==> src/rtl/mem_bus_pkg.sv <==
`default_nettype none
// ============================================================================
// Package  : mem_bus_pkg
// Brief    : Shared types and constants for the unified memory port arbiter.
// Revision : 1.0 - initial release
// ============================================================================
package mem_bus_pkg;

  // Default bus widths used by the interface and the arbiter
  localparam int DEF_ADDR_W = 32;
  localparam int DEF_DATA_W = 32;

  // Arbiter state encoding
  typedef enum logic [0:0] {
    IDLE = 1'b0,
    BUSY = 1'b1
  } arb_state_e;

  // Master identifiers, also used as the grant id
  localparam logic MASTER_CPU    = 1'b0;
  localparam logic MASTER_LOADER = 1'b1;

endpackage
`default_nettype wire

==> src/rtl/mem_port_arbiter_if.sv <==
`default_nettype none
// ============================================================================
// Interface : mem_port_arbiter_if
// Brief     : Bundles both requester handshakes and the memory strobe bus.
//             The slave modport is the arbiter view; the master modport is
//             the view of the requesters and memory that surround it.
// Revision  : 1.0 - initial release
// ============================================================================
interface mem_port_arbiter_if
  import mem_bus_pkg::*;
#(
  parameter int ADDR_W = DEF_ADDR_W,
  parameter int DATA_W = DEF_DATA_W
);

  // Master 0 (control unit)
  logic              m0_req;
  logic              m0_we;
  logic [ADDR_W-1:0] m0_addr;
  logic [DATA_W-1:0] m0_wdata;
  logic              m0_resp;
  logic              m0_err;
  logic [DATA_W-1:0] m0_rdata;

  // Master 1 (program loader / debug)
  logic              m1_req;
  logic              m1_we;
  logic [ADDR_W-1:0] m1_addr;
  logic [DATA_W-1:0] m1_wdata;
  logic              m1_resp;
  logic              m1_err;
  logic [DATA_W-1:0] m1_rdata;

  // Memory side
  logic              mem_read;
  logic              mem_write;
  logic [ADDR_W-1:0] mem_addr;
  logic [DATA_W-1:0] mem_wdata;
  logic [DATA_W-1:0] mem_rdata;
  logic              mem_response;

  modport slave (
    input  m0_req, m0_we, m0_addr, m0_wdata,
    output m0_resp, m0_err, m0_rdata,
    input  m1_req, m1_we, m1_addr, m1_wdata,
    output m1_resp, m1_err, m1_rdata,
    output mem_read, mem_write, mem_addr, mem_wdata,
    input  mem_rdata, mem_response
  );

  modport master (
    output m0_req, m0_we, m0_addr, m0_wdata,
    input  m0_resp, m0_err, m0_rdata,
    output m1_req, m1_we, m1_addr, m1_wdata,
    input  m1_resp, m1_err, m1_rdata,
    input  mem_read, mem_write, mem_addr, mem_wdata,
    output mem_rdata, mem_response
  );

endinterface
`default_nettype wire

==> src/rtl/mem_timeout_counter.sv <==
`default_nettype none
// ============================================================================
// Module   : mem_timeout_counter
// Brief    : Saturating cycle counter that flags expiry when the count
//            reaches limit-1. A limit of zero never expires.
// Revision : 1.0 - initial release
// ============================================================================
module mem_timeout_counter #(
  parameter int CNT_W = 8
) (
  input  wire logic             clock,
  input  wire logic             reset,
  input  wire logic             clear,
  input  wire logic             enable,
  input  wire logic [CNT_W-1:0] limit,
  output logic                  expired
);

  localparam logic [CNT_W-1:0] CNT_ONE = CNT_W'(1);
  localparam logic [CNT_W-1:0] CNT_MAX = '1;

  logic [CNT_W-1:0] count_q;
  logic [CNT_W-1:0] count_d;

  // Next count: clear wins, otherwise count up and hold at all-ones
  always_comb begin
    count_d = count_q;
    if (clear) begin
      count_d = '0;
    end else if (enable && (count_q != CNT_MAX)) begin
      count_d = count_q + CNT_ONE;
    end
  end

  // Count register, cleared asynchronously by the active-low reset
  always_ff @(posedge clock or negedge reset) begin
    if (!reset) begin
      count_q <= '0;
    end else begin
      count_q <= count_d;
    end
  end

  assign expired = (limit != '0) && (count_q == (limit - CNT_ONE));

endmodule
`default_nettype wire

==> src/rtl/mem_port_arbiter.sv <==
`default_nettype none
// ============================================================================
// Module   : mem_port_arbiter
// Brief    : Round-robin arbiter sharing one memory port between the control
//            unit (master 0) and the loader (master 1), with a bounded
//            timeout that completes a stalled access with an error.
// Revision : 1.0 - initial release
// ============================================================================
module mem_port_arbiter
  import mem_bus_pkg::*;
#(
  parameter int ADDR_W         = DEF_ADDR_W,
  parameter int DATA_W         = DEF_DATA_W,
  parameter int TIMEOUT_CYCLES = 255
) (
  input  wire logic         clock,
  input  wire logic         reset,
  mem_port_arbiter_if.slave bus
);

  // Wide enough to hold TIMEOUT_CYCLES; a disabled timeout still needs 1 bit
  localparam int CNT_W = (TIMEOUT_CYCLES < 2) ? 1 : $clog2(TIMEOUT_CYCLES + 1);
  localparam logic [CNT_W-1:0] TIMEOUT_LIMIT = CNT_W'(TIMEOUT_CYCLES);

  arb_state_e        state_q,      state_d;
  logic              grant_q,      grant_d;
  logic              last_grant_q, last_grant_d;
  logic              dir_q,        dir_d;
  logic [ADDR_W-1:0] addr_q,       addr_d;
  logic [DATA_W-1:0] wdata_q,      wdata_d;
  logic              m0_resp_q,    m0_resp_d;
  logic              m0_err_q,     m0_err_d;
  logic [DATA_W-1:0] m0_rdata_q,   m0_rdata_d;
  logic              m1_resp_q,    m1_resp_d;
  logic              m1_err_q,     m1_err_d;
  logic [DATA_W-1:0] m1_rdata_q,   m1_rdata_d;

  logic m0_elig;
  logic m1_elig;
  logic sel;
  logic cnt_clear;
  logic cnt_enable;
  logic cnt_expired;

  mem_timeout_counter #(
    .CNT_W (CNT_W)
  ) u_timeout (
    .clock   (clock),
    .reset   (reset),
    .clear   (cnt_clear),
    .enable  (cnt_enable),
    .limit   (TIMEOUT_LIMIT),
    .expired (cnt_expired)
  );

  assign cnt_enable = (state_q == BUSY);

  // Arbitration and completion: grant in IDLE, finish or time out in BUSY
  always_comb begin
    state_d      = state_q;
    grant_d      = grant_q;
    last_grant_d = last_grant_q;
    dir_d        = dir_q;
    addr_d       = addr_q;
    wdata_d      = wdata_q;
    m0_resp_d    = 1'b0;
    m0_err_d     = 1'b0;
    m0_rdata_d   = m0_rdata_q;
    m1_resp_d    = 1'b0;
    m1_err_d     = 1'b0;
    m1_rdata_d   = m1_rdata_q;
    cnt_clear    = 1'b0;
    sel          = MASTER_CPU;
    // A master whose resp is high this cycle has not yet dropped req
    m0_elig      = bus.m0_req && !m0_resp_q;
    m1_elig      = bus.m1_req && !m1_resp_q;

    case (state_q)
      IDLE: begin
        if (m0_elig || m1_elig) begin
          if (m0_elig && m1_elig) begin
            sel = ~last_grant_q;
          end else begin
            sel = m1_elig ? MASTER_LOADER : MASTER_CPU;
          end
          grant_d      = sel;
          last_grant_d = sel;
          state_d      = BUSY;
          cnt_clear    = 1'b1;
          if (sel == MASTER_LOADER) begin
            addr_d  = bus.m1_addr;
            wdata_d = bus.m1_wdata;
            dir_d   = bus.m1_we;
          end else begin
            addr_d  = bus.m0_addr;
            wdata_d = bus.m0_wdata;
            dir_d   = bus.m0_we;
          end
        end
      end
      BUSY: begin
        if (bus.mem_response) begin
          state_d = IDLE;
          if (grant_q == MASTER_LOADER) begin
            m1_resp_d = 1'b1;
            if (!dir_q) m1_rdata_d = bus.mem_rdata;
          end else begin
            m0_resp_d = 1'b1;
            if (!dir_q) m0_rdata_d = bus.mem_rdata;
          end
        end else if (cnt_expired) begin
          state_d = IDLE;
          if (grant_q == MASTER_LOADER) begin
            m1_resp_d  = 1'b1;
            m1_err_d   = 1'b1;
            m1_rdata_d = '0;
          end else begin
            m0_resp_d  = 1'b1;
            m0_err_d   = 1'b1;
            m0_rdata_d = '0;
          end
        end
      end
      default: state_d = IDLE;
    endcase
  end

  // State, latched request and registered responses; reset drops everything
  always_ff @(posedge clock or negedge reset) begin
    if (!reset) begin
      state_q      <= IDLE;
      grant_q      <= MASTER_CPU;
      last_grant_q <= MASTER_LOADER;
      dir_q        <= 1'b0;
      addr_q       <= '0;
      wdata_q      <= '0;
      m0_resp_q    <= 1'b0;
      m0_err_q     <= 1'b0;
      m0_rdata_q   <= '0;
      m1_resp_q    <= 1'b0;
      m1_err_q     <= 1'b0;
      m1_rdata_q   <= '0;
    end else begin
      state_q      <= state_d;
      grant_q      <= grant_d;
      last_grant_q <= last_grant_d;
      dir_q        <= dir_d;
      addr_q       <= addr_d;
      wdata_q      <= wdata_d;
      m0_resp_q    <= m0_resp_d;
      m0_err_q     <= m0_err_d;
      m0_rdata_q   <= m0_rdata_d;
      m1_resp_q    <= m1_resp_d;
      m1_err_q     <= m1_err_d;
      m1_rdata_q   <= m1_rdata_d;
    end
  end

  // Strobes decode straight from registered state so reset clears them at once
  assign bus.mem_read  = (state_q == BUSY) && !dir_q;
  assign bus.mem_write = (state_q == BUSY) &&  dir_q;
  assign bus.mem_addr  = addr_q;
  assign bus.mem_wdata = wdata_q;
  assign bus.m0_resp   = m0_resp_q;
  assign bus.m0_err    = m0_err_q;
  assign bus.m0_rdata  = m0_rdata_q;
  assign bus.m1_resp   = m1_resp_q;
  assign bus.m1_err    = m1_err_q;
  assign bus.m1_rdata  = m1_rdata_q;

endmodule
`default_nettype wire

==> src/flat_wrapper.sv <==
// flat-port wrapper written by rule: the top's interface ports become plain ports
module mem_port_arbiter_flat import mem_bus_pkg::*;
#(
  parameter int ADDR_W         = DEF_ADDR_W,
  parameter int DATA_W         = DEF_DATA_W,
  parameter int TIMEOUT_CYCLES = 255
)
  (clock, reset, bus_m0_req, bus_m0_we, bus_m0_addr, bus_m0_wdata, bus_m0_resp, bus_m0_err, bus_m0_rdata, bus_m1_req, bus_m1_we, bus_m1_addr, bus_m1_wdata, bus_m1_resp, bus_m1_err, bus_m1_rdata, bus_mem_read, bus_mem_write, bus_mem_addr, bus_mem_wdata, bus_mem_rdata, bus_mem_response);
  mem_port_arbiter_if #(.ADDR_W(ADDR_W), .DATA_W(DATA_W)) bus_i ();
  input  wire logic clock;
  input  wire logic reset;
  input wire logic [$bits(bus_i.m0_req)-1:0] bus_m0_req;
  input wire logic [$bits(bus_i.m0_we)-1:0] bus_m0_we;
  input wire logic [$bits(bus_i.m0_addr)-1:0] bus_m0_addr;
  input wire logic [$bits(bus_i.m0_wdata)-1:0] bus_m0_wdata;
  output wire logic [$bits(bus_i.m0_resp)-1:0] bus_m0_resp;
  output wire logic [$bits(bus_i.m0_err)-1:0] bus_m0_err;
  output wire logic [$bits(bus_i.m0_rdata)-1:0] bus_m0_rdata;
  input wire logic [$bits(bus_i.m1_req)-1:0] bus_m1_req;
  input wire logic [$bits(bus_i.m1_we)-1:0] bus_m1_we;
  input wire logic [$bits(bus_i.m1_addr)-1:0] bus_m1_addr;
  input wire logic [$bits(bus_i.m1_wdata)-1:0] bus_m1_wdata;
  output wire logic [$bits(bus_i.m1_resp)-1:0] bus_m1_resp;
  output wire logic [$bits(bus_i.m1_err)-1:0] bus_m1_err;
  output wire logic [$bits(bus_i.m1_rdata)-1:0] bus_m1_rdata;
  output wire logic [$bits(bus_i.mem_read)-1:0] bus_mem_read;
  output wire logic [$bits(bus_i.mem_write)-1:0] bus_mem_write;
  output wire logic [$bits(bus_i.mem_addr)-1:0] bus_mem_addr;
  output wire logic [$bits(bus_i.mem_wdata)-1:0] bus_mem_wdata;
  input wire logic [$bits(bus_i.mem_rdata)-1:0] bus_mem_rdata;
  input wire logic [$bits(bus_i.mem_response)-1:0] bus_mem_response;
  assign bus_i.m0_req = bus_m0_req;
  assign bus_i.m0_we = bus_m0_we;
  assign bus_i.m0_addr = bus_m0_addr;
  assign bus_i.m0_wdata = bus_m0_wdata;
  assign bus_m0_resp = bus_i.m0_resp;
  assign bus_m0_err = bus_i.m0_err;
  assign bus_m0_rdata = bus_i.m0_rdata;
  assign bus_i.m1_req = bus_m1_req;
  assign bus_i.m1_we = bus_m1_we;
  assign bus_i.m1_addr = bus_m1_addr;
  assign bus_i.m1_wdata = bus_m1_wdata;
  assign bus_m1_resp = bus_i.m1_resp;
  assign bus_m1_err = bus_i.m1_err;
  assign bus_m1_rdata = bus_i.m1_rdata;
  assign bus_mem_read = bus_i.mem_read;
  assign bus_mem_write = bus_i.mem_write;
  assign bus_mem_addr = bus_i.mem_addr;
  assign bus_mem_wdata = bus_i.mem_wdata;
  assign bus_i.mem_rdata = bus_mem_rdata;
  assign bus_i.mem_response = bus_mem_response;
  mem_port_arbiter #(.ADDR_W(ADDR_W), .DATA_W(DATA_W), .TIMEOUT_CYCLES(TIMEOUT_CYCLES)) u_core (.clock(clock), .reset(reset), .bus(bus_i));
endmodule
==> config.mk <==
export PLATFORM = sky130hd
export DESIGN_NAME = mem_port_arbiter_flat
export DESIGN_NICKNAME = d
export VERILOG_FILES = /design/src/rtl/mem_bus_pkg.sv /design/src/rtl/mem_port_arbiter_if.sv /design/src/rtl/mem_timeout_counter.sv /design/src/rtl/mem_port_arbiter.sv /design/src/flat_wrapper.sv
export SDC_FILE = /design/constraint.sdc
export NUM_CORES = 1
export LEC_CHECK = 0
export ABC_CLOCK_PERIOD_IN_PS = 2800
export BUFFER_PORTS_ARGS = -buffer_cell sky130_fd_sc_hd__buf_2
export CAP_MARGIN = 20
export CORE_ASPECT_RATIO = 1.4
export CORE_MARGIN = 4
export CORE_UTILIZATION = 45
export DETAILED_ROUTE_END_ITERATION = 8
export GPL_ROUTABILITY_DRIVEN = 0
export PLACE_DENSITY = 0.79
export SLEW_MARGIN = 25
export SYNTH_ARGS = -nofsm -noshare
export SYNTH_HDL_FRONTEND = slang
export SYNTH_SLANG_ARGS = --single-unit
==> constraint.sdc <==
create_clock -name clock -period 2.8 [get_ports clock]
set_clock_uncertainty 0.15 [all_clocks]
set_input_delay 0.56 -clock clock [delete_from_list [all_inputs] [get_ports clock]]
set_output_delay 0.56 -clock clock [all_outputs]
set_load 0.005 [all_outputs]
### Word level (Yosys, flattened, before mapping)

Index checks and enable logic that the tools add are counted.

* register bits: 144
* bits in latches: 0
* RAM bits: 0
* memory bits (read-only): 0
* input port bits: 167
* output and inout port bits: 134
* logic and storage cells: 70
* memories kept: 0

* add/subtract/negate cells: 1
* $mul: 0
* div/mod/pow operators: 0
* magnitude comparators: 0
* equal/unequal tests: 3
* shifts and indexed selects: 0
* mux-type cells: 35
* bitwise gates (word level): 3
* reduce and logical (&&, ||, !) cells: 15

Operators with widths (count)
* $mux W32: 11
* $mux W1: 21
* $mux W8: 2
* $add A8 B1 Y8 const B: 1
* $eq A8 B8 Y1 const B: 1
* $ne A8 B8 Y1 const B: 1
* $reduce_and A4 Y1: 2
* $logic_and A1 B1 Y1: 6
* $reduce_bool A2 Y1: 2
* $logic_not A1 Y1: 3
* $not A1 Y1: 3
* $ne A2 B2 Y1 const B: 1
* $pmux W1 S2: 1
* $reduce_and A2 Y1: 1
* $logic_or A1 B1 Y1: 1

### Depth between registers and ports, before layout

Gate-level depths: netlist of the first run.

* depth after elaboration: 7
* gate-level depth with buffers: 7
* mapped depth without buffers: 6

### Modules after synthesis

Synthesis of the first run repeated with hierarchy kept, for this count alone.

* cell total of the unflattened synthesis: 664
* area, all modules: 7548.5 µm²

Modules (own cells, without submodules)
* mem_port_arbiter: instances 1, cells each 590, area each 6881.6 µm², sequential area each 3404.5 µm²
* mem_timeout_counter: instances 1, cells each 74, area each 666.9 µm², sequential area each 200.2 µm²

### Worst setup path before layout of the first run

No wires, ideal clock.

* path kind: reg2reg
* start: register u_core.u_timeout.count_q[0]
* end: register u_core.m1_rdata_q[21] (netlist: u_core.bus.m1_rdata[21])
* setup time: 0.121 ns
* arrival time: 1.539 ns
* required time: 2.529 ns
* path slack: 0.990 ns
* cell stages (with the launch flop): 8
* buffers on the path: 1
* period minus slack after synthesis: 1.810 ns
* path through: dfrtp_1 inv_1 ha_1 inv_1 o41ai_4 nand3_2 buf_6 a22o_1

* word-level cells in the longest chain between the ends: 3

RTL lines
* start: declaration: RTL line mem_timeout_counter.sv:22 `logic [CNT_W-1:0] count_q;`
* start signal: assignment: RTL line mem_timeout_counter.sv:40 `count_q <= count_d;`
* $eq A8 B8 Y1: RTL line mem_timeout_counter.sv:44 `assign expired = (limit != '0) && (count_q == (limit - CNT_ONE));`
* $reduce_bool A2 Y1 (no source line)
* $reduce_and A4 Y1 (no source line)
* end signal: assignment: RTL line mem_port_arbiter.sv:155 `m1_rdata_q <= m1_rdata_d;`
* end: declaration: RTL line mem_port_arbiter.sv:36 `logic [DATA_W-1:0] m1_rdata_q, m1_rdata_d;`

No other way between the ends.
A chain may end at the register's enable or synchronous reset.

### Worst setup path in the final report of the first run

* start: register u_core.u_timeout.count_q[0]
* end: register u_core.m0_rdata_q[5] (netlist: u_core.bus.m0_rdata[5])

* word-level cells in the longest chain between the ends: 3

RTL lines
* $eq A8 B8 Y1: RTL line mem_timeout_counter.sv:44
* $reduce_bool A2 Y1 (no source line)
* $reduce_and A4 Y1 (no source line)
* end signal: assignment: RTL line mem_port_arbiter.sv:152 `m0_rdata_q <= m0_rdata_d;`
* end: declaration: RTL line mem_port_arbiter.sv:33 `logic [DATA_W-1:0] m0_rdata_q, m0_rdata_d;`

No other way between the ends.

==> impl_summary.md, run 1 <==
Layout
The number of non-filler instances in the completed layout is 1034. After filler insertion, the fill cell instance count of the layout stands at 1105. In the final layout, the share of cells above drive strength 1 is 0.407. The post-synthesis to final-layout area growth is 37.0%.

The area of all placed cells without fillers is 0.00814 mm2. The library cell used most frequently in the layout, excluding fill and tap cells, is buf_2. The number of nets in the layout is 1036.

In the layout the commonest cells are buf_2, dfrtp_1, a21oi_1, nor2_1, nand2_1.

Yosys
The net count of the mapped netlist is around 750. Each instance of the synthesized netlist takes up on average 10.3 um2. The number of warnings issued by yosys is 0. The cell count after synthesis is 577.

The number of synthesized register bits is 144. For this run, the register share of the synthesized area comes to 0.607. The cell area after synthesis is 0.00594 mm2.

The count of cell types in the netlist is 33.

Global route
The total global routing track utilization is 0.258. Entering global routing, the biggest net connects 59 pins. The number of antenna violations at the first check in global routing is 0. Summed over all layers, the global routing overflow is 0.

The via count of the first global-routing pass is around 5700. The first global-routing pass estimated 30.5 mm of wire.

Min path
In this run the worst hold path is classified as primary input to flop. The worst hold path depth is 3. The path with the worst hold slack has its endpoint at u_core.bus.mem_wdata[18]. The start point of the worst min-delay path is bus_m0_wdata[18].

Route
Before antenna repair, the detailed router went through 4 iterations. For this block, the initial DRC count from the detailed router was 370. Summed over all layers, the routed wires come to 19.4 mm. In the routed design, unresolved DRC markers number 0. The mean number of vias per cell is 5.30. The antenna violation net count after detailed routing is 0. The detail-routed net length per standard cell is about 19 um. The vias after detailed routing is 5476.

Clock tree
The TritonCTS sink count is 144. TritonCTS built the clock tree. The worst-skew pair later-pin latency is about 0.40 ns. The clock slew at the register clock pins of the worst setup and hold paths is roughly 0.060 ns. The clock root buffer master is clkbuf_16. In this run the number of H-tree levels came out at 4. No sink is reached through more buffers than the 2 on the longest clock path. Counting the buffers created by CTS gives 17. In this run the post-CTS setup repair buffer count came out at 0.

Worst setup path
The critical path goes through inv_1 -> ha_1 -> inv_1 -> o41ai_4 -> nand2b_2 -> a22o_1. The category of the most critical setup path is flop to flop. STA classifies the critical path startpoint as a flop. The critical-path maximum fanout is 32.

The worst setup path is captured at a flop. In this run the critical register-to-register path is captured at u_core.bus.m0_rdata[5]. The number of buffers and inverters on the critical path is 2. For flop-to-flop paths, the worst setup slack is 0.61 ns. The arrival time of the worst setup path is approximately 2.3 ns. Data on the critical path is required at its endpoint by 2.94 ns. Measured in cells, the most critical reg-to-reg path has a length of 6.

On the critical path the largest part of the delay comes from compound AO/OA/AOI/OAI gates. The longest individual stage delay on the worst path is 0.45 ns. The source of the worst register-to-register timing path is u_core.u_timeout.count_q[0]. The cell seen most often among critical-path stages is inv_1. The slowest stage of the critical path belongs to the cell nand2b_2.

Job
Max-cap violations in this run came to 0.

Pwr
In this run the static leakage power is 4.25 nW. The worst vdd rail ir drop is around 0.65 mV. Dividing total power by cell area gives a power density of 1120 mW/mm2.

Timing
The total negative setup slack is 0 ns. At the pin with the least slew margin, the transition time is 0.684 ns. The final max-slew violation count is 0. The minimum clock period after layout is around 2.2 ns. The total setup violations reported at the end of the flow is 0. In this run the tightest slew margin relative to its limit is 0.544.

The number of hold violations in the final report is 0. Timing would allow up to 457 MHz. Of the available clock period, the critical path in the final layout requires 0.782. The post-layout worst setup margin is 0.611 ns. Setup repair after global routing left no endpoint under its margin.

Across all hold checks on the routed design, the worst slack comes to 0.228 ns.

Floorplanning
The placement row count is 49. Pin placement for this block handled about 300 I/O pins. The width of the die is 105 um. The initial utilization of the core area, before any placement, comes to 0.462. The core footprint is 0.0129 mm2. The die covers 0.0151 mm2. The overall die height is 144 um.

Placed design
The worst slack at placement is 0.598 ns. Counting tap cells, the placed design contains a total of 1000 instances. The total cell area at the placement stage is 0.00758 mm2. Detailed placement finished with a half-perimeter wire length of between 10 and 15 mm. Buffers placed on the I/O ports in this run total 300.

Outcome
The flow ran to the end, and the final reports show no timing, DRC or antenna violations.
repair_timing:
item                                   4_1_cts  5_1_grt
endpoints found under the hold margin       53        0
hold buffers                                 1        0
setup endpoints to repair                    0        0
resized for setup                            0        0
per-stage QoR:
stage | power [mW] | util
after detailed placement | 7.07 | 0.589
final | 9.09 | 0.632
after global placement | 6.98 | 0.589
after global routing | 9.76 | 0.632
after CTS | 9.18 | 0.632
after floorplan | 5.35 | -
Yosys cell counts:
master	number	area share
and3_1	1	0.0011
buf_2	13	0.011
a21o_1	2	0.0025
nand2b_2	1	0.0015
inv_1	3	0.0019
nor4b_1	1	0.0015
or4_2	1	0.0015
a311oi_1	2	0.0029
a22o_2	2	0.0034
buf_6	6	0.011
o211ai_1	1	0.0013
a21oi_1	133	0.11
buf_1	5	0.0032
and4_1	1	0.0015
a22o_1	62	0.091
nand3_1	4	0.0034
ha_1	2	0.0042
nand2_1	70	0.044
a211oi_1	2	0.0025
o41ai_4	1	0.0046
dfstp_2	1	0.0044
nand2b_1	5	0.0053
o21ai_0	6	0.0051
nor3_1	3	0.0025
nand3b_1	1	0.0013
clkbuf_1	19	0.012
dfrtp_1	143	0.60
nor2_1	79	0.050
nand4_1	2	0.0021
nand4_4	1	0.0036
nand3_2	1	0.0017
and2_1	1	0.0011
nor2b_1	2	0.0021
worst max-delay path by stage:
| stage | depth (start not counted) | from | end | slack (ns) |
|---|---|---|---|---|
| floorplan | 7 | u_core.u_timeout.count_q[0] | u_core.bus.m1_rdata[21] | 0.99 |
| global placement | 4 | bus_mem_response | u_core.bus.m0_rdata[13] | 0.68 |
| detailed placement | 6 | u_core.u_timeout.count_q[0] | u_core.bus.m0_rdata[5] | 0.60 |
| CTS | 6 | u_core.u_timeout.count_q[0] | u_core.bus.m0_rdata[5] | 0.59 |
| global route | 6 | u_core.u_timeout.count_q[0] | u_core.bus.m0_rdata[5] | 0.46 |
| finish | 6 | u_core.u_timeout.count_q[0] | u_core.bus.m0_rdata[5] | 0.61 |
per-layer routing:
| layer | vias to the layer above | track usage | share of wire |
|---|---|---|---|
| met5 | - | 0 | 0 |
| met4 | 0 | 0.0871 | 0.021 |
| met3 | 31 | 0.0948 | 0.10 |
| met2 | 273 | 0.425 | 0.48 |
| met1 | 2578 | 0.316 | 0.39 |
| li1 | 2594 | - | - |
flip-flops by register name, indices dropped and copies added, names as in the netlist, 8 cells and up:
signal                    count
u_core.bus.m0_rdata          32
u_core.bus.mem_wdata         32
u_core.bus.m1_rdata          32
u_core.bus.mem_addr          32
u_core.u_timeout.count_q      8
power by group:
group / total, mW / switching [mW] / leakage [nW] / internal [mW]
logic: 3.46 / 1.89 / 2.27 / 1.56
registers: 3.57 / 0.541 / 1.73 / 3.03
clock network: 2.06 / 0.890 / 0.257 / 1.17
kinds of logic after synthesis:
logic type,synth area share
DFF,0.607
buffers and inverters,0.0394
and+or+nand+nor,0.124
AOI/OAI and AO/OA,0.226
adders and majority gates,0.00421
final cells by class:
class	instances	area, um2	area share
Inverter	3	11.3	0.00138
Timing Repair Buffer	314	1650	0.203
Tap cell	153	191	0.0235
Antenna cell	1	2.50	0.000307
Multi-Input combinational cell	387	2130	0.262
Clock buffer	19	443	0.0544
Sequential cell	144	3600	0.443
Clock inverter	13	105	0.0129
tightest hold or removal path, cell delays in order:
cell and delay, ns:
buf_2 0.10, nand2_1 0.05, a21oi_1 0.05
Power figures use the tool's default switching activity.
==> run 2, diff against run 1 <==
--- a/config.mk
+++ b/config.mk
@@ -5,7 +5,7 @@
 export SDC_FILE = /design/constraint.sdc
 export NUM_CORES = 1
 export LEC_CHECK = 0
-export ABC_CLOCK_PERIOD_IN_PS = 2800
+export ABC_CLOCK_PERIOD_IN_PS = 2100
 export BUFFER_PORTS_ARGS = -buffer_cell sky130_fd_sc_hd__buf_2
 export CAP_MARGIN = 20
 export CORE_ASPECT_RATIO = 1.4
==> constraint.sdc (replaced) <==
create_clock -name clock -period 2.1 [get_ports clock]
set_clock_uncertainty 0.15 [all_clocks]
set_input_delay 0.42 -clock clock [delete_from_list [all_inputs] [get_ports clock]]
set_output_delay 0.42 -clock clock [all_outputs]
set_load 0.005 [all_outputs]
==> run 2 against run 1 <==
Compared with the run above:
- first-iteration DRC count is 15% lower
- hold slack worse by 0.15 ns
- total power is 40% higher
- final cell count is 0.58% higher
- combinational power is 38% higher
- core utilization is 1.9 points higher
- register-to-register slack worse by 0.36 ns
- global-route usage is 0.13 points lower
- critical endpoint is now bus_mem_read
- largest power group unchanged
==> impl_summary.md, run 2 (synthesized netlist as in run 1, its figures left out) <==
Outcome
The run finished with clean final reports.

Worst setup path
The nature of the critical path startpoint is a flop. For this design, the slowest cell found on the critical path is dfrtp_1. The signal on the critical path passes through nor2b_1 -> buf_2. The critical-path maximum fanout is 10. The critical path launch point is u_core.cnt_enable. The longest individual stage delay on the worst path is 0.60 ns. The worst register-to-register path begins at u_core.u_timeout.count_q[0]. STA puts the critical path data arrival time at approximately 1.3 ns. The critical path capture point type is an output pin. The kind of cell with the highest combined delay along the critical path is flip-flops.

The worst setup path is of the flop to output pin kind. At the worst endpoint, the required time is 1.53 ns. The number of buffers and inverters on the critical path is 1.

Layout
Summing all non-filler instances in the final layout gives an area of 0.00839 mm2. The share of cells above drive strength 1 is 0.410. Summing all multi-input logic gate instances after layout gives 0.00213 mm2. The register area is 0.00360 mm2.

The count of fill cells added during filler insertion is 1083. At the end of the flow, the number of nets in the layout was roughly 1000. 0 antenna diodes ended up in the layout. The post-synthesis to final-layout area growth is 41.1%. Leaving out fill and tap cells, the most frequent cell in the layout is buf_2. In the layout the commonest cells are buf_2, dfrtp_1, a21oi_1, nor2_1, nand2_1.

Placed design
The number of input and output port buffers inserted is 300. The HPWL after detailed placement is 14.4 mm. The placed instances occupy a cell area of ~0.0078 mm2. Timing analysis after detailed placement gives a worst setup slack of 0.240 ns.

Route
After detailed routing, the number of remaining DRC violations is 0. The detailed router placed 5520 vias in this run. In the final routed layout, each cell accounts on average for 18.8 um. The number of iterations in the first detailed-routing pass is 4.

The mean number of vias per cell is 5.31. The wire length after detailed routing is slightly below 20 mm. The violation count after the first detailed-route iteration is about 320. The count of nets left with antenna violations once routing finished came out at 0.

Pwr
For this design the ratio of total power to cell area is around 1500 mW/mm2. Power comes to roughly 13 mW. Summed over all cells, the static leakage comes to 4.37 nW. The worst vdd rail ir drop is 0.868 mV.

Timing
Dividing the final minimum period by the clock period gives 0.903. The post-layout worst setup margin is 0.204 ns. The final max-slew violation count is 0. Across all hold checks on the routed design, the worst slack comes to 0.0806 ns. Based on the critical path, the design can be clocked at up to 527 MHz. For the pin with the worst max-slew slack, the measured transition is 0.461 ns.

The number of hold violations in the final report is 0. The total setup violations reported at the end of the flow is 0. Setup repair after global routing left no endpoint under its margin. The minimum clock period after layout is approximately 1.9 ns. The remaining max-slew budget at the tightest pin is 0.693. Summed over all failing endpoints, the final setup total negative slack is 0 ns.

Floorplanning
The effective utilization at floorplan is 0.462. Measured along the x axis, the die boundary spans ~110 um. The I/O pin total is 301. The die is 144 um tall. The floorplan step defined a core boundary enclosing 0.0129 mm2. The floorplan step defined a die boundary enclosing around 0.015 mm2. The placement row count is 49.

Min path
In this run the worst hold path is classified as primary input to flop. The startpoint identified for the worst hold timing path is bus_m0_wdata[15].

Clock tree
Once the clock tree was built, the resizer swapped 0 gates to a different size. The clock root buffer master is clkbuf_16. The clock slew at the register clock pins of the worst setup and hold paths is 0.06 ns. The worst-skew pair later-pin latency is 0.41 ns. The maximum number of buffers from clock root to sink is 2. The number of clock buffers inserted by TritonCTS is 17. The TritonCTS sink count is about 140. The H-tree level count is 4.

The CTS tree is yes.

Global route
The first-pass GRT wire length is 30.2 mm. The global route total overflow is 0. The via count of the first global-routing pass is 5548. The total global routing track utilization is 0.257. The largest net degree at the start of global routing is 51. The number of antenna violations at the first check in global routing was 1.

Job
Max-cap violations in this run came to 0.
[run 2: cell count changes in the layout (fill, tap and decap cells not counted), sizes merged]
cell | previous run | this run
clkinv | 6 | 4
bufinv | 0 | 4
diode | 1 | 0
clkinvlp | 4 | 2
buf | 313 | 320
[run 2: area by class of cell]
type / count / area share
inverter: 3 / 0.00134
multi-input combinational: 387 / 0.254
tap: 153 / 0.0228
clock inverter: 13 / 0.0221
timing repair buffer: 321 / 0.218
clock buffer: 19 / 0.0516
sequential: 144 / 0.430
[run 2: path summary, 6_finish.rpt]
kind                                            end  slack (ns)  depth (start not counted)
max in group asynchronous       u_core.last_grant_q        0.86                          3
min                        u_core.bus.mem_wdata[15]        0.08                          3
max reg2reg                  u_core.bus.m1_rdata[0]        0.25                          7
min in group asynchronous   u_core.bus.m1_rdata[17]        0.35                          2
max                                    bus_mem_read        0.20                          2
min reg2reg                 u_core.bus.m0_rdata[10]        0.34                          1
[run 2: report_power, final]
group | internal, mW | total [mW] | leakage, nW | switching, mW
sequential | 4.04 | 4.80 | 1.73 | 0.756
combinational | 2.25 | 4.78 | 2.35 | 2.53
clock | 1.99 | 3.19 | 0.298 | 1.19
[run 2: worst min-delay path: stages]
cell and delay (ns):
buf_2 0.09, nand2_1 0.04, a21oi_1 0.05
[run 2: what timing repair did]
action | CTS | global route
setup buffers | 0 | 0
endpoints found under the hold margin | 47 | 0
hold buffers | 1 | 0
[run 2: per-layer routing]
| metal | vias up | wire [um] | track usage |
|---|---|---|---|
| li1 | 2610 | - | - |
| met1 | 2592 | 7730 | 0.315 |
| met2 | 286 | 9480 | 0.420 |
| met3 | 30 | 1980 | 0.0921 |
| met4 | 2 | 386 | 0.0933 |
| met5 | - | 11 | 0 |
[run 2: stage by stage]
step / util / std cells
2_1_floorplan: - / 577
3_3_place_gp: 0.603 / 1007
5_1_grt: 0.651 / 1040
6_report: 0.651 / 1040
4_1_cts: 0.651 / 1040
3_5_place_dp: 0.603 / 1007
==> run 3, diff against run 2 <==
--- a/config.mk
+++ b/config.mk
@@ -13,8 +13,9 @@
 export CORE_UTILIZATION = 45
 export DETAILED_ROUTE_END_ITERATION = 8
 export GPL_ROUTABILITY_DRIVEN = 0
-export PLACE_DENSITY = 0.79
+export PLACE_DENSITY = 0.75
 export SLEW_MARGIN = 25
 export SYNTH_ARGS = -nofsm -noshare
 export SYNTH_HDL_FRONTEND = slang
+export SYNTH_HIERARCHICAL = 1
 export SYNTH_SLANG_ARGS = --single-unit
==> run 3 against run 2 <==
Compared with the run above:
- the run now ends with setup timing left
- highest routed layer is now met4
- area after synthesis grew 27%
- sequential cell count unchanged
- synthesized cell count increased by 15%
- non-clock buffer count increased by 25
- die area rose by 25%
- hold slack improved by 0.010 ns
- global-route usage shrank 0.91 points
- sequential share of layout area decreased by 8.3 points
- core utilization fell by 1.5 points
- maximum frequency down 20%
==> impl_summary.md, run 3 <==
Outcome
The run finished, with violations left. The final reports fail on setup timing.

Placed design
Once detailed placement completed, the half-perimeter wirelength came to ~16 mm. The instance count after placement with tap cells included is approximately 1200. Port buffering added 300 buffers.

Pwr
The static leakage is 5.15 nW. The total power divided by cell area is around 1300 mW/mm2. The overall power consumption is approximately 14 mW. The worst vdd rail ir drop is 0.828 mV.

Yosys
Ranked by instance count, the synthesized netlist is headed by dfrtp_1, o21ai_0, and3b_1. The fraction of synthesis flops using an asynchronous set or reset pin is 1.00. The share of synthesized area in the top cell type comes to 0.474. In this run, distinct cell masters in the synthesized netlist total 55.

The share of the Yosys chip area taken by registers is 0.478. The cell area after synthesis is between 0.007 and 0.008 mm2. In this run, synthesis inferred 0 flip-flops with an integrated enable. Among all flip-flop cells after synthesis, the most frequent one is dfrtp_1. The synthesized design spends more area on one cell type than any other, namely dfrtp_1. During synthesis, Yosys emitted a total of 6 warnings. Ranked by total cell area, the synthesized netlist is headed by dfrtp_1, mux2_1, and3b_1. The mean post-synth cell area is 11.4 um2.

Counting every instance in the synthesized netlist gives 664. The most common cell in the synthesized netlist is dfrtp_1. The number of synthesized register bits is 144.

Clock tree
The longest clock path from root to sink contains 2 buffers. The worst-skew pair later-pin latency is 0.42 ns. The clock tree synthesis step divided the H-tree into 4 levels. The clock slew at the register clock pins of the worst setup and hold paths is 0.06 ns. The clock root buffer master is clkbuf_16.

The CTS tree is yes. The number of clock buffers inserted by TritonCTS is 17. The TritonCTS sink count is 144.

Job
The tool flagged a number of max-cap violations equal to 0.

Global route
For this run, the total global-route usage over all layers was measured as 0.248. For this run, global-route usage on met1 was measured as 0.303. In the global route stage, met2 resource usage came out at 0.404. In this run the most used layer during global routing was met2. The first global-routing pass estimated 37.9 mm of wire.

The number of antenna violations at the first check in global routing is 0. Entering global routing, the biggest net connects 77 pins. In the global route stage, met3 resource usage came out at 0.0795. The via count of the first global-routing pass is roughly 7000.

The global route total overflow is 0.

Timing
Headroom to the max-slew limit came out at 0.564. Setup repair after global routing could not meet its margin everywhere. Hold is met by 0.0906 ns. The measured slew at the worst slew-check pin is 0.654 ns. The total negative setup slack is -14.91 ns. The minimum clock period after layout is ~2.4 ns. The number of hold violations in the final report is 0. Dividing the final minimum period by the clock period gives 1.13. Based on the critical path, the design can be clocked at up to 423 MHz. Setup slack on the critical path of the routed design comes to -0.266 ns.

The total setup violations reported at the end of the flow is 64. The final max-slew violation count is 0.

Worst setup path
STA classifies the critical path startpoint as a flop. The required time of the critical path is 2.25 ns. The arrival time of the worst setup path is 2.52 ns. In this run the worst path has a maximum fanout of 8. The worst setup slack for register-to-register paths is -0.27 ns.

The cell family contributing the most delay on the critical path is compound AO/OA/AOI/OAI gates. On the critical path, the stage with the largest delay is an instance of dfrtp_1. The critical path contains buffers and inverters numbering 2 combined. The critical path capture point type is a flop.

The critical path goes through xnor2_2 -> o221a_1 -> a211oi_1 -> a211oi_2 -> nand2b_1 -> a211oi_4 -> buf_6 -> clkbuf_16 -> mux2_4. The category of the most critical setup path is flop to flop. The longest individual stage delay on the worst path is 0.38 ns.

Route
The mean number of vias per cell is 5.83. After detailed routing, the total wire length is 24.6 mm. The number of remaining DRC errors is 0. The vias after detailed routing is 6988. The number of iterations in the first detailed-routing pass is 7. The violation count after the first detailed-route iteration is 634. The antenna violation net count after detailed routing is 0. In the final routed layout, each cell accounts on average for 20.6 um.

Layout
Relative to the synthesized area, the layout overhead comes to 37.6%. The number of nets in the layout is 1155. Leaving out fill and tap cells, the most frequent cell in the layout is buf_2. Leaving out fill and tap cells, the most frequent cells in the layout are buf_2, dfrtp_1, o21ai_0. After the flow finishes, the layout carries non-filler instances totaling between 1000 and 1500.

The share of cells above drive strength 1 is 0.425.

Floorplanning
The width of the die is 117 um. The overall die height is 161 um. Row generation in the floorplan step produced 55 rows. The core region is 0.0163 mm2. The overall die area is 0.0189 mm2. The effective utilization at floorplan is 0.463. Pin placement for this block handled ~300 I/O pins.

Min path
The worst hold path belongs to the class primary input to flop.
-- run 3: where the power goes --
part	total, mW	leakage [nW]	switching (mW)	internal [mW]
Clock	3.17	0.286	1.23	1.94
Combinational	5.94	3.11	2.82	3.12
Sequential	4.79	1.75	0.722	4.07
-- run 3: logic make-up after synthesis --
logic type,synth area share
mux,0.0968
compound gates,0.219
simple gates,0.138
buf+inv,0.0506
fa+ha+maj,0.00331
flops,0.478
other cells,0.000497
xor+xnor,0.0139
-- run 3: layout make-up --
cell class              instances  area [um2]
diodes                          1        2.50
clock buffers                  20         457
clock inverters                11         155
fillers                      1310        5920
inverters                       7        26.3
multi-input cells             470        3830
flip-flops and latches        144        3610
well taps                     199         249
repair buffers                346        2060
-- run 3: through the flow --
stage          worst slack [ns]  cell area, um2   util
2_1_floorplan           -0.0509            7680      -
3_3_place_gp             -0.210            9510  0.583
3_5_place_dp             -0.244            9510  0.583
4_1_cts                  -0.254           10200  0.624
5_1_grt                  -0.373           10400  0.637
6_report                 -0.266           10400  0.637
-- run 3: repair_timing --
item                                    in CTS  in global routing
setup buffers                                2                  2
cloned                                       1                  3
endpoints found under the hold margin       30                  0
hold buffers                                 1                  0
resized for setup                            2                 33
endpoints found under the setup margin      64                 64
-- run 3: layer usage --
metal / vias up / routed length (um) / share of wire
met5: - / 0 / 0
met4: 0 / 787 / 0.032
met3: 57 / 2140 / 0.087
met2: 371 / 12300 / 0.50
met1: 3399 / 9400 / 0.38
li1: 3161 / - / -
-- run 3: path summary, 6_finish.rpt --
path	startpoint	endpoint	cells past startpoint
worst max-delay path	u_core/u_timeout/count_q[7]	u_core/bus.m0_rdata[7]	9
worst min-delay path	bus_mem_response	u_core/cnt_enable	2
worst max register to register	u_core/u_timeout/count_q[7]	u_core/bus.m0_rdata[7]	9
worst min register to register	u_core/bus.m1_rdata[24]	u_core/bus.m1_rdata[24]	1
max in group asynchronous	reset	u_core/last_grant_q	3
min in group asynchronous	reset	u_core/bus.m0_rdata[10]	2
-- run 3: worst reg2reg max path: stages, from the launching register on --
cell       delay [ns]
dfrtp_1          0.38
xnor2_2          0.13
o221a_1          0.20
a211oi_1         0.06
a211oi_2         0.22
nand2b_1         0.18
a211oi_4         0.24
buf_6            0.18
clkbuf_16        0.19
mux2_4           0.32
